`src/rtl/wb_reg_file.sv`:
```
// wb_reg_file: writeback-stage register file with two combinational read ports
//
// Register 0 always reads as zero. A counter tracks committed writes to
// non-zero indices and wraps silently at 2**CNT_W.
//
// Ports:
//   clk           rising-edge clock
//   rst_n         synchronous active-low reset; clears all registers and the counter
//   WriteEnIn     write strobe
//   WriteAddrIn   destination register index
//   WriteDataIn   value to write
//   ReadAddrAIn   read port A index
//   ReadAddrBIn   read port B index
//   ReadDataAOut  read port A data (combinational)
//   ReadDataBOut  read port B data (combinational)
//   WriteCountOut committed non-zero-index write count
//
// Macro WB_REG_FILE_BYPASS_EN: when defined, a read that matches the register
// being written this cycle returns the incoming write data (write-through).
// When undefined, reads return only the stored contents.
module wb_reg_file #(
    parameter int DATA_W = 32,
    parameter int ADDR_W = 5,
    parameter int CNT_W  = 16
) (
    input  logic              clk,
    input  logic              rst_n,
    input  logic              WriteEnIn,
    input  logic [ADDR_W-1:0] WriteAddrIn,
    input  logic [DATA_W-1:0] WriteDataIn,
    input  logic [ADDR_W-1:0] ReadAddrAIn,
    input  logic [ADDR_W-1:0] ReadAddrBIn,
    output logic [DATA_W-1:0] ReadDataAOut,
    output logic [DATA_W-1:0] ReadDataBOut,
    output logic [CNT_W-1:0]  WriteCountOut
);
    logic [DATA_W-1:0] r_regs [2**ADDR_W];
    logic [CNT_W-1:0]  r_count;
    logic              w_wr;

    assign w_wr = WriteEnIn && (WriteAddrIn != '0);

    always_ff @(posedge clk) begin
        if (!rst_n) begin
            for (int i = 0; i < 2**ADDR_W; i++) r_regs[i] <= '0;
            r_count <= '0;
        end else if (w_wr) begin
            r_regs[WriteAddrIn] <= WriteDataIn;
            r_count             <= r_count + 1'b1;
        end
    end

`ifdef WB_REG_FILE_BYPASS_EN
    logic w_fwd_a, w_fwd_b;
    // Forwarding is suppressed during reset because the write is discarded.
    assign w_fwd_a = rst_n && w_wr && (ReadAddrAIn == WriteAddrIn);
    assign w_fwd_b = rst_n && w_wr && (ReadAddrBIn == WriteAddrIn);
    assign ReadDataAOut = (ReadAddrAIn == '0) ? '0 : w_fwd_a ? WriteDataIn : r_regs[ReadAddrAIn];
    assign ReadDataBOut = (ReadAddrBIn == '0) ? '0 : w_fwd_b ? WriteDataIn : r_regs[ReadAddrBIn];
`else
    assign ReadDataAOut = (ReadAddrAIn == '0) ? '0 : r_regs[ReadAddrAIn];
    assign ReadDataBOut = (ReadAddrBIn == '0) ? '0 : r_regs[ReadAddrBIn];
`endif

    assign WriteCountOut = r_count;
endmodule
```
`config.mk`:
```
export PLATFORM = sky130hd
export DESIGN_NAME = wb_reg_file
export DESIGN_NICKNAME = d
export VERILOG_FILES = /design/src/rtl/wb_reg_file.sv
export SDC_FILE = /design/constraint.sdc
export NUM_CORES = 2
export LEC_CHECK = 0
export BUFFER_PORTS_ARGS = -buffer_cell sky130_fd_sc_hd__buf_2
export CAP_MARGIN = 20
export CORE_MARGIN = 10
export CORE_UTILIZATION = 25
export DETAILED_ROUTE_END_ITERATION = 16
export PLACE_DENSITY_LB_ADDON = 0.3
export SLEW_MARGIN = 20
export SYNTH_ARGS = -nofsm -noshare
export SYNTH_HDL_FRONTEND = slang
export SYNTH_SLANG_ARGS = --single-unit
```
`constraint.sdc`:
```
create_clock -name clk -period 5.55 [get_ports clk]
set_clock_uncertainty 0.05 [all_clocks]
set_input_delay 0.2775 -clock clk [delete_from_list [all_inputs] [get_ports clk]]
set_output_delay 0.2775 -clock clk [all_outputs]
set_load 0.01 [all_outputs]
```
==> results.yml <==
critical_path:
  path_class: "primary input to output port"
  r2r_end: "WriteCountOut[15]"
  cp.arrival_ns: 3.66
  crit_start: "ReadAddrBIn[2]"
  setup.worst_path.start_class: "primary input"
  critical_path_required_ns: 5.22
  rrSetupSlack_ns: 3.67
  critPathCaptureType: "output port"
  reg2regPathDepth: 4
  critPathMaxFanout: 79
  crit_end: "ReadDataBOut[25]"
  reg2reg_from: "WriteCountOut[4]"
cells_and_area:
  area_delta_synth_final_pct: 14.1
  final_core_util: 0.286
  final_cell_mix: "edfxtp_1, and2_1, mux4_2, mux2i_1, buf_4"
  fin_nets: 3923
  layout_commonest_cell: "edfxtp_1"
  drive_above_1_share: 0.239
timing:
  worstMarginPinSlew_ns: 1.15
  relSlewSlack: 0.230
  slew_viol_final: 0
  finalSetupViolations: 0
  hold_viol: 0
  rsz0062_at_grt: "false"
  clock.fmax_mhz: 251
  hold_ws_ns: 0.0815
  post-route-period-util: 0.718
  period_needed_ns: 3.99
  setup_tns_ns: 0
worst_hold_path:
  hp-class: "primary input to register"
clock_network:
  cts_resized: 0
  cts.sinks: 1040
  hold_buffers: 1
  clkTransAtPathRegs_ns: 0.06
  max-clock-path-buffers: 3
  tritoncts: "built"
  cts_setup_buffers: 0
  cts_root_buffer: "clkbuf_16"
  htree_levels: 3
  cts_buffers: 111
  clk_latency_ns: 0.73
logic_synthesis:
  synth-seq-cells: 1040
  synthFlopType: "edfxtp_1"
  synth_edf_count: 1024
  synth_top_area_share: 0.551
  yosysWarnings: 0
  syn_inst: 3884
  yosysSeqAreaShare: 0.557
  synthTopCellsByArea: "edfxtp_1, mux4_2, and2_1"
  synthArstFlopShare: 0
  syn_area_sq_mm: 0.0558
  synth_cell_types: 50
  synth_top_area_cell: "edfxtp_1"
  synth.avg_cell_area_sq_um: 14.4
route:
  drc: 0
  wl_mm: 221
  vias_per_cell: 5.25
  firstDrtPassIters: 5
  avgRoutedWirePerCell_microns: 31.8
  drt_iter0_drc: 4434
  ant_nets: 0
  vias: 36467
pwr:
  p_total_w: 0.0191
  leakage_nw: 21.5
  p_per_area_mw_per_mm2: 300
  vdd_drop_max_mv: 0.229
floorplanning:
  num_rows: 173
  die_y_microns: 492
  start_util: 0.251
  coreArea_sq_mm: 0.222
  dieArea_sq_mm: 0.242
  ioPinCount: 130
  die_x_microns: 492
global_routing:
  first_global_vias: 36591
  grt_pass1_wl_mm: 303
  grt_usage: 0.175
  gr-total-overflow: 0
  antenna_found_initial: 43
  grt_max_degree: 80
run_status:
  status: "finished clean"
placed_design:
  portBuffers: 129
  dp_hpwl_mm: 138
  gp_congestion: 0.831
job:
  drv_cap: 0
==> per-stage QoR <==
step / cell area (sq um) / cells / setup WS (ns)
2_1_floorplan: 55900 / 3915 / 1.73
3_3_place_gp: 60100 / 6731 / 1.67
4_1_cts: 63600 / 6936 / 1.71
3_5_place_dp: 60100 / 6733 / 1.71
5_1_grt: 63600 / 6940 / 1.50
6_report: 63600 / 6946 / 1.56
==> sequential cells by signal (all words and copies together) (netlist names) <==
| signal | flops |
|---|---|
| r_regs | 1024 |
| WriteCountOut | 16 |
==> critical path, cell delays in order <==
cell      delay [ns]
buf_8           0.59
nand3b_1        0.77
buf_4           0.47
o221ai_1        0.23
a21oi_1         0.16
a211oi_1        0.72
buf_2           0.28
==> per-layer routing <==
metal | up-vias | wire length (microns) | track usage | part of all wire
li1 | 14853 | - | - | -
met5 | - | 173 | 0 | 0.00078
met1 | 19397 | 95000 | 0.243 | 0.43
met2 | 1802 | 101000 | 0.274 | 0.46
met4 | 26 | 6600 | 0.0517 | 0.030
met3 | 389 | 18200 | 0.0372 | 0.083
==> kinds of logic (layout without fill, tap and decap cells) <==
family                     count (synthesis)  count (layout)  synth area share
and+or+nand+nor                         1251            1251             0.134
DFF                                     1040            1040             0.557
muxes                                    737             737             0.213
buffers and inverters                    426             472            0.0362
AOI/OAI and AO/OA                        425             425            0.0588
xor gates and xnor gates                   3               3          0.000471
adders and majority gates                  1               1          0.000224
other                                      1              42         0.0000672
==> how the worst min path moves through the flow <==
stage / startpoint / endpoint / slack, ns / depth (start not counted)
after floorplan: WriteDataIn[31] / r_regs[1][31] / 0.43 / 1
after global placement: WriteCountOut[15] / WriteCountOut[15] / 0.41 / 2
after detailed placement: WriteCountOut[15] / WriteCountOut[15] / 0.42 / 2
after CTS: WriteAddrIn[0] / WriteCountOut[2] / 0.03 / 5
after global routing: WriteAddrIn[0] / WriteCountOut[2] / 0.07 / 5
final: WriteAddrIn[0] / WriteCountOut[2] / 0.08 / 5
==> area by class of cell <==
type / instances / area, sq um
Antenna cell: 10 / 25.0
Clock buffer: 139 / 2900
Clock inverter: 63 / 544
Fill cell: 22341 / 158000
Inverter: 5 / 21.3
Multi-Input combinational cell: 2449 / 23500
Sequential cell: 1040 / 31100
Tap cell: 2975 / 3720
Timing Repair Buffer: 265 / 1870
==> Yosys cell counts, types with 16 or more instances <==
master     number
nor2b_1        37
buf_2          64
o221ai_1       64
o2111ai_1      18
mux2i_1       321
a311oi_1       32
clkbuf_1      274
and2_1        993
nand2_1       106
buf_4          54
a21oi_1        44
mux2_2         64
mux4_2        352
a22oi_1        64
dfxtp_1        16
a211oi_1       64
o21ai_0        81
buf_6          17
nor2_1         39
edfxtp_1     1024
a221oi_2       32
nand4_1        35
==> power breakdown <==
part / leakage [nW] / internal (W) / switching, W
registers: 9.88 / 0.00906 / 0.000235
logic: 9.96 / 0.000881 / 0.00150
clock network: 1.68 / 0.00406 / 0.00335
Power figures use the tool's default switching activity.
